==> config.mk <==
export PLATFORM = sky130hd
export DESIGN_NAME = ysyx_23060025_icache
export DESIGN_NICKNAME = d
export VERILOG_FILES = /design/src/rtl/ysyx_23060025_icache_pkg.sv /design/src/rtl/ysyx_23060025_icache_array.sv /design/src/rtl/ysyx_23060025_icache.sv
export SDC_FILE = /design/constraint.sdc
export NUM_CORES = 2
export LEC_CHECK = 0
export CORE_AREA = 2 2 429 431
export DETAILED_ROUTE_END_ITERATION = 12
export DIE_AREA = 0 0 431 433
export GPL_TIMING_DRIVEN = 0
export PLACE_DENSITY = 0.68
export SLEW_MARGIN = 20
export SYNTH_ARGS = -nofsm -noshare
export SYNTH_HDL_FRONTEND = slang
export SYNTH_SLANG_ARGS = --single-unit
==> constraint.sdc <==
create_clock -name clock -period 9.4 [get_ports clock]
set_input_delay 1.88 -clock clock [delete_from_list [all_inputs] [get_ports clock]]
set_output_delay 1.88 -clock clock [all_outputs]
set_load 0.03 [all_outputs]
==> src/rtl/ysyx_23060025_icache_pkg.sv <==
// Shared AXI constants and controller state encoding for the instruction cache.
package ysyx_23060025_icache_pkg;

    localparam logic [1:0] AXI_ADDR_BURST_INCR = 2'b01;
    localparam logic [2:0] AXI_ADDR_SIZE_4     = 3'b010;
    localparam logic [1:0] AXI_RESP_OKAY       = 2'b00;

    typedef enum logic [2:0] {
        ICACHE_IDLE    = 3'd0,
        ICACHE_LOOKUP  = 3'd1,
        ICACHE_MISS_AR = 3'd2,
        ICACHE_MISS_R  = 3'd3,
        ICACHE_RESP    = 3'd4
    } icache_state_e;

endpackage

==> src/rtl/ysyx_23060025_icache_array.sv <==
// Data and tag storage: one synchronous write port, one asynchronous read port.
module ysyx_23060025_icache_array #(
    parameter int unsigned DATA_LEN   = 32,
    parameter int unsigned SET_NUM    = 16,
    parameter int unsigned LINE_WORDS = 4,
    parameter int unsigned IDX_W      = 4,
    parameter int unsigned OFF_W      = 2,
    parameter int unsigned TAG_W      = 24
) (
    input  logic                clock,
    input  logic                we,
    input  logic                tag_we,
    input  logic [IDX_W-1:0]    w_index,
    input  logic [OFF_W-1:0]    w_offset,
    input  logic [DATA_LEN-1:0] w_data,
    input  logic [TAG_W-1:0]    w_tag,
    input  logic [IDX_W-1:0]    r_index,
    input  logic [OFF_W-1:0]    r_offset,
    output logic [DATA_LEN-1:0] r_data,
    output logic [TAG_W-1:0]    r_tag
);

    logic [DATA_LEN-1:0] data_q [SET_NUM][LINE_WORDS];
    logic [TAG_W-1:0]    tag_q  [SET_NUM];

    always_ff @(posedge clock) begin
        if (we) begin
            data_q[w_index][w_offset] <= w_data;
            if (tag_we) begin
                tag_q[w_index] <= w_tag;
            end
        end
    end

    assign r_data = data_q[r_index][r_offset];
    assign r_tag  = tag_q[r_index];

endmodule

==> src/rtl/ysyx_23060025_icache.sv <==
// Direct-mapped read-only instruction cache: one-cycle hits, single INCR-burst refill on miss.
module ysyx_23060025_icache
    import ysyx_23060025_icache_pkg::*;
#(
    parameter int unsigned ADDR_LEN   = 32,
    parameter int unsigned DATA_LEN   = 32,
    parameter int unsigned SET_NUM    = 16,
    parameter int unsigned LINE_WORDS = 4
) (
    input  logic                clock,
    input  logic                reset,
    input  logic                ifu_req_valid,
    input  logic [ADDR_LEN-1:0] ifu_req_addr,
    output logic                ifu_req_ready,
    output logic                ifu_rsp_valid,
    output logic [DATA_LEN-1:0] ifu_rsp_data,
    output logic                ifu_rsp_err,
    input  logic                ifu_rsp_ready,
    input  logic                fence_i,
    output logic [ADDR_LEN-1:0] inst_addr_r_addr_o,
    output logic                inst_addr_r_valid_o,
    input  logic                inst_addr_r_ready_i,
    output logic [1:0]          inst_addr_r_burst_o,
    output logic [7:0]          inst_addr_rlen_o,
    output logic [2:0]          inst_addr_rsize_o,
    input  logic [DATA_LEN-1:0] inst_r_data_i,
    input  logic [1:0]          inst_r_resp_i,
    input  logic                inst_r_valid_i,
    input  logic                inst_r_last_i,
    output logic                inst_r_ready_o
);

    localparam int unsigned OFF_W      = $clog2(LINE_WORDS);
    localparam int unsigned IDX_W      = $clog2(SET_NUM);
    localparam int unsigned IDX_LSB    = OFF_W + 2;
    localparam int unsigned TAG_LSB    = IDX_LSB + IDX_W;
    localparam int unsigned TAG_W      = ADDR_LEN - TAG_LSB;
    localparam int unsigned LINE_BYTES = LINE_WORDS * 4;
    localparam logic [OFF_W-1:0]    LAST_BEAT = OFF_W'(LINE_WORDS - 1);
    localparam logic [ADDR_LEN-1:0] LINE_MASK = ~ADDR_LEN'(LINE_BYTES - 1);

    icache_state_e       state;
    logic [ADDR_LEN-1:0] req_addr;
    logic [SET_NUM-1:0]  valid;
    logic [OFF_W-1:0]    beat_cnt;
    logic                refill_err;
    logic                draining;
    logic                fence_pend;

    logic [IDX_W-1:0]    req_index, cur_index;
    logic [OFF_W-1:0]    req_offset, cur_offset;
    logic [TAG_W-1:0]    req_tag, cur_tag, rd_tag;
    logic [DATA_LEN-1:0] rd_data;
    logic                lookup_hit, arr_we, arr_tag_we, err_next, line_ok;

    assign inst_addr_r_burst_o = AXI_ADDR_BURST_INCR;
    assign inst_addr_rlen_o    = 8'(LINE_WORDS - 1);
    assign inst_addr_rsize_o   = AXI_ADDR_SIZE_4;

    assign req_index  = ifu_req_addr[IDX_LSB +: IDX_W];
    assign req_offset = ifu_req_addr[2 +: OFF_W];
    assign req_tag    = ifu_req_addr[TAG_LSB +: TAG_W];
    assign cur_index  = req_addr[IDX_LSB +: IDX_W];
    assign cur_offset = req_addr[2 +: OFF_W];
    assign cur_tag    = req_addr[TAG_LSB +: TAG_W];

    // A fence arriving with the request invalidates first, so it forces a miss.
    assign lookup_hit = valid[req_index] && !fence_i && (rd_tag == req_tag);
    assign arr_we     = (state == ICACHE_MISS_R) && inst_r_valid_i && !draining;
    assign arr_tag_we = arr_we && inst_r_last_i && (beat_cnt == LAST_BEAT);
    assign err_next   = refill_err || (inst_r_resp_i != AXI_RESP_OKAY);
    assign line_ok    = (beat_cnt == LAST_BEAT) && !err_next;

    ysyx_23060025_icache_array #(
        .DATA_LEN   (DATA_LEN),
        .SET_NUM    (SET_NUM),
        .LINE_WORDS (LINE_WORDS),
        .IDX_W      (IDX_W),
        .OFF_W      (OFF_W),
        .TAG_W      (TAG_W)
    ) u_array (
        .clock    (clock),
        .we       (arr_we),
        .tag_we   (arr_tag_we),
        .w_index  (cur_index),
        .w_offset (beat_cnt),
        .w_data   (inst_r_data_i),
        .w_tag    (cur_tag),
        .r_index  (req_index),
        .r_offset (req_offset),
        .r_data   (rd_data),
        .r_tag    (rd_tag)
    );

    always_ff @(posedge clock) begin
        if (!reset) begin
            state               <= ICACHE_IDLE;
            req_addr            <= '0;
            valid               <= '0;
            beat_cnt            <= '0;
            refill_err          <= 1'b0;
            draining            <= 1'b0;
            fence_pend          <= 1'b0;
            ifu_req_ready       <= 1'b0;
            ifu_rsp_valid       <= 1'b0;
            ifu_rsp_data        <= '0;
            ifu_rsp_err         <= 1'b0;
            inst_addr_r_addr_o  <= '0;
            inst_addr_r_valid_o <= 1'b0;
            inst_r_ready_o      <= 1'b0;
        end else begin
            case (state)
                ICACHE_IDLE: begin
                    ifu_req_ready <= 1'b1;
                    if (fence_i) valid <= '0;
                    if (ifu_req_valid && ifu_req_ready) begin
                        req_addr      <= ifu_req_addr;
                        ifu_req_ready <= 1'b0;
                        ifu_rsp_valid <= lookup_hit;
                        ifu_rsp_data  <= rd_data;
                        ifu_rsp_err   <= 1'b0;
                        state         <= ICACHE_LOOKUP;
                    end
                end
                // rsp_valid already carries the hit decision made at acceptance.
                ICACHE_LOOKUP: begin
                    if (fence_i) valid <= '0;
                    if (ifu_rsp_valid) begin
                        if (ifu_rsp_ready) begin
                            ifu_rsp_valid <= 1'b0;
                            ifu_req_ready <= 1'b1;
                            state         <= ICACHE_IDLE;
                        end
                    end else begin
                        inst_addr_r_addr_o  <= req_addr & LINE_MASK;
                        inst_addr_r_valid_o <= 1'b1;
                        state               <= ICACHE_MISS_AR;
                    end
                end
                ICACHE_MISS_AR: begin
                    if (fence_i) fence_pend <= 1'b1;
                    if (inst_addr_r_ready_i) begin
                        inst_addr_r_valid_o <= 1'b0;
                        beat_cnt            <= '0;
                        refill_err          <= 1'b0;
                        draining            <= 1'b0;
                        inst_r_ready_o      <= 1'b1;
                        state               <= ICACHE_MISS_R;
                    end
                end
                ICACHE_MISS_R: begin
                    if (fence_i) fence_pend <= 1'b1;
                    if (inst_r_valid_i) begin
                        if (draining) begin
                            if (inst_r_last_i) begin
                                inst_r_ready_o <= 1'b0;
                                ifu_rsp_valid  <= 1'b1;
                                ifu_rsp_err    <= 1'b1;
                                state          <= ICACHE_RESP;
                            end
                        end else begin
                            beat_cnt   <= beat_cnt + OFF_W'(1);
                            refill_err <= err_next;
                            if (beat_cnt == cur_offset) ifu_rsp_data <= inst_r_data_i;
                            if (inst_r_last_i) begin
                                valid[cur_index] <= line_ok;
                                inst_r_ready_o   <= 1'b0;
                                ifu_rsp_valid    <= 1'b1;
                                ifu_rsp_err      <= !line_ok;
                                state            <= ICACHE_RESP;
                            end else if (beat_cnt == LAST_BEAT) begin
                                // Burst overran the line: swallow beats until last.
                                valid[cur_index] <= 1'b0;
                                refill_err       <= 1'b1;
                                draining         <= 1'b1;
                            end
                        end
                    end
                end
                ICACHE_RESP: begin
                    if (fence_i) fence_pend <= 1'b1;
                    if (ifu_rsp_ready) begin
                        ifu_rsp_valid <= 1'b0;
                        ifu_req_ready <= 1'b1;
                        state         <= ICACHE_IDLE;
                        if (fence_pend || fence_i) begin
                            valid      <= '0;
                            fence_pend <= 1'b0;
                        end
                    end
                end
                default: state <= ICACHE_IDLE;
            endcase
        end
    end

endmodule

==> impl_results.rst <==
.. list-table::
   :header-rows: 1

   * - Metric
     - Value
   * - Overall Global Routing Usage
     - 28.8%
   * - Layout area overhead
     - 16.0%
   * - Synth warn
     - 0
   * - Die outline width
     - about 430 um
   * - Final weighted congestion in routability-driven placement
     - 0.901
   * - Syn Inst Count
     - 4326
   * - Status
     - complete, no violations
   * - Aggregate routed wire length
     - approximately 270 mm
   * - Vias after detailed routing
     - roughly 50000
   * - Start-to-end type of the worst setup path
     - primary input to flop
   * - Max IR drop VDD
     - 163 uV
   * - Master of the slowest instance on the critical path
     - sky130_fd_sc_hd__clkbuf_1
   * - Fraction of the cycle the final worst path needs
     - about three fifths
   * - Kind of start point of the critical path
     - primary input
   * - Die area
     - 0.187 sq mm
   * - Largest net degree at the start of global routing
     - between 60 and 70
   * - DRC marker count from the first detailed-route iteration
     - slightly above 8000
   * - Std-Cell Rows
     - roughly 160
   * - Final-report max-slew violation count
     - 0
   * - Clock tree from TritonCTS
     - built
   * - Maximum number of buffers from clock root to sink
     - 3
   * - Area of the placeable core
     - ~0.18 sq mm
   * - Vertical die dimension
     - roughly 430 um
   * - Max capacitance violation total
     - 0
   * - DP HPWL
     - roughly 180 mm
   * - Number of synthesized flops with an enable pin
     - between 2000 and 2500
   * - Register bit total from synthesis
     - roughly 2600
   * - Total CTS buffers
     - roughly 240
   * - Final setup TNS
     - 0 ns
   * - DR WL/cell
     - about 36 um
   * - Biggest area contributors in the synthesized netlist
     - sky130_fd_sc_hd__edfxtp_1 75%, sky130_fd_sc_hd__mux4_2 18%, sky130_fd_sc_hd__dfxtp_1 2.4%
   * - Global route overflow
     - 0
   * - Number of global-route vias before repair
     - 48721
   * - Top delay family on crit path
     - buffers and inverters
   * - Final core utilization
     - between 60% and 70%
   * - Instance count after placement with tap cells included
     - 6983
   * - Net count of the finished layout
     - approximately 4900
   * - H-tree level count
     - 4
   * - Clock root buffer
     - sky130_fd_sc_hd__clkbuf_16
   * - Mean post-synth cell area
     - 22.6 sq um
   * - Final setup vio count
     - 0
   * - Clock Sink Count
     - about 2600
   * - Cells traversed along the worst timing path
     - clkdlybuf4s50_1 > buf_1 > clkbuf_2 > clkbuf_1 > mux4_2 > mux4_2 > nand2_1 > a31oi_1
   * - Clock latency of the later-clocked register in the worst-skew pair
     - approximately 0.9 ns
   * - Async set-or-reset flop fraction in the synthesized netlist
     - 0%
   * - Worst Setup End Kind
     - flop
   * - Number of cells in the finished layout apart from fillers
     - 7442
   * - Port Buffer Count
     - about 130
   * - Fraction of final layout cells with drive strength greater than 1
     - between 20 and 30%
   * - Arrival time of the worst setup path
     - between 6 and 7 ns
   * - Remaining number of nets flagged by the antenna check after routing
     - 0
   * - Post-Route Skew
     - ~0.04 ns
   * - Final Hold Violating Endpoints
     - 0
   * - Netlist Area Pre-Place
     - around 0.098 sq mm
   * - Total buffers and inverters traversed by the critical path
     - 4
   * - Area fraction of the dominant cell type after synthesis
     - 74.6%
   * - Buffers inserted during post-CTS setup optimization
     - 0
   * - Classification of the worst-slack hold path
     - flop to flop
   * - Worst relative slew slack
     - between 10% and 20%
   * - DR pass1 iterations
     - 8
   * - Peak fanout along the critical path
     - 10
   * - Initial standard-cell utilization of the core
     - a little over half
   * - Clock transition time at the flip-flop clock pins of the worst setup and hold paths
     - ~0.06 ns
   * - Post-synthesis cell type count
     - slightly above 60
   * - Setup repair after global routing missed its margin
     - false
   * - Hold-fix buffers, CTS
     - 0
   * - Ratio of routed vias to standard cells
     - between 6 and 7
   * - Fillcell total
     - ~12000
   * - Antenna violations before repair
     - 21
   * - Critical Path RT
     - 10.14 ns
   * - Final critical delay including setup and external delays
     - ~5.5 ns
   * - Quantity of gates resized following cts
     - 0
   * - I/O pin total
     - 156
   * - Largest area contributor in the netlist
     - sky130_fd_sc_hd__edfxtp_1
   * - Worst hold-check slack
     - approximately 0.45 ns
   * - LEAKAGE
     - 35.4 nW
   * - Share of the yosys chip area belonging to registers
     - between 70% and 80%
   * - First-pass GRT wire length
     - between 300 and 400 mm
   * - Slew at the pin closest to its max-slew limit
     - between 1 and 1.5 ns
   * - Number of remaining DRC errors
     - 0
   * - Delay of the slowest critical-path stage
     - ~0.98 ns
   * - Top cell by count, worst path
     - sky130_fd_sc_hd__mux4_2
   * - Maximum clock frequency
     - between 150 and 200 MHz
   * - Pwr Density
     - between 200 and 250 mW/mm^2
   * - Predominant post-synthesis flop cell
     - sky130_fd_sc_hd__edfxtp_1
-- cell type report --
type / count / area (sq um) / area share (%)
clock inverter: 143 / 1270 / 1.12
buffer: 257 / 1200 / 1.06
antenna: 3 / 7.51 / 0.00661
multi-input combinational: 1516 / 22000 / 19.3
clock buffer: 312 / 6540 / 5.75
inverter: 17 / 63.8 / 0.0562
sequential: 2551 / 75400 / 66.4
timing repair buffer: 258 / 4170 / 3.67
tap: 2385 / 2980 / 2.63
-- worst register-to-register path, delay by kind of cell (launching register included) --
kind,cells,cell delay [ns]
DFF,1,0.36
buffers and inverters,4,1.48
and+or+nand+nor,5,2.53
-- final timing paths --
path | from | end | slack, ns | cells past startpoint
min | inst_addr_r_addr_o[17] | inst_addr_r_addr_o[17] | 0.45 | 2
max reg2reg | state[1] | u_array.data_q[8][51] | 4.70 | 9
max | ifu_req_addr[6] | ifu_rsp_data[9] | 3.88 | 8
min reg2reg | inst_addr_r_addr_o[17] | inst_addr_r_addr_o[17] | 0.45 | 2
-- sequential cells by signal, summed over array words and instances (netlist names) --
register             flops
inst_addr_r_addr_o      28
req_addr                30
valid                   16
inst_addr_r_valid_o      1
draining                 1
refill_err               1
beat_cnt                 2
u_array.data_q        2048
ifu_req_ready            1
inst_r_ready_o           1
u_array.tag_q          384
ifu_rsp_data            32
state                    3
fence_pend               1
ifu_rsp_err              1
ifu_rsp_valid            1
-- metal layers --
layer  part of all wire [%]  up-vias  global-route usage [%]
li1                       -    19338                       -
met1                     37    26368                    40.1
met2                     48     3043                    45.0
met3                    9.9      540                    5.28
met4                    5.0        8                    13.0
met5                  0.020        -                       0
-- cells in the mapped netlist (4+ instances only) --
cell                       number
sky130_fd_sc_hd__nor2_1       128
sky130_fd_sc_hd__nand2_1      217
sky130_fd_sc_hd__clkbuf_1     142
sky130_fd_sc_hd__nand3_1       15
sky130_fd_sc_hd__buf_4         29
sky130_fd_sc_hd__a31oi_1       38
sky130_fd_sc_hd__a22oi_1       17
sky130_fd_sc_hd__a211oi_1       5
sky130_fd_sc_hd__ha_1           4
sky130_fd_sc_hd__nor2b_1        7
sky130_fd_sc_hd__o21ai_0       54
sky130_fd_sc_hd__nand2b_1       8
sky130_fd_sc_hd__buf_6          5
sky130_fd_sc_hd__o22ai_1        4
sky130_fd_sc_hd__mux2i_1       42
sky130_fd_sc_hd__a32oi_1        6
sky130_fd_sc_hd__nand4_1        4
sky130_fd_sc_hd__buf_1         40
sky130_fd_sc_hd__nor4_1         5
sky130_fd_sc_hd__edfxtp_1    2432
sky130_fd_sc_hd__a21oi_1       80
sky130_fd_sc_hd__buf_2         41
sky130_fd_sc_hd__inv_1         15
sky130_fd_sc_hd__mux4_2       771
sky130_fd_sc_hd__xor2_1         8
sky130_fd_sc_hd__and3_1         4
sky130_fd_sc_hd__nor3_1        11
sky130_fd_sc_hd__a22o_1         5
sky130_fd_sc_hd__dfxtp_1      119
sky130_fd_sc_hd__xnor2_1       21
-- layout by cell type (no fill, tap or decap), drive strengths merged, types with 80 or more instances in the layout --
master | synthesis | routed
edfxtp | 2432 | 2432
mux4 | 771 | 771
clkbuf | 142 | 460
buf | 115 | 271
nand2 | 217 | 217
nor2 | 128 | 128
dfxtp | 119 | 119
clkinv | 0 | 106
clkdlybuf4s50 | 0 | 96
a21oi | 80 | 80
-- report_power, final --
group | switching (W) | internal, W
registers | 0.000170 | 0.0126
logic | 0.00122 | 0.000654
clock network | 0.00419 | 0.00543
-- kinds of logic after synthesis --
logic type                 Yosys count  share of synthesized area, %
DFF                               2551                          77.0
buffers and inverters              274                          1.25
muxes                              816                          18.2
adders and majority gates            4                        0.0511
AOI/OAI and AO/OA                  238                          1.50
other                                2                       0.00767
and+or+nand+nor                    412                          1.73
xor gates and xnor gates            29                         0.259
-- stage by stage --
| step | worst slack [ns] | total power [W] | area (sq um) |
|---|---|---|---|
| 3_5_place_dp | 2.97 | 0.0148 | 106000 |
| 4_1_cts | 3.90 | 0.0243 | 114000 |
| 5_1_grt | 3.89 | 0.0248 | 114000 |
| 3_3_place_gp | 1.92 | 0.0148 | 102000 |
| 2_1_floorplan | 4.92 | 0.0139 | 98000 |
| 6_report | 3.88 | 0.0242 | 114000 |
(Power assumes the default switching activity.)
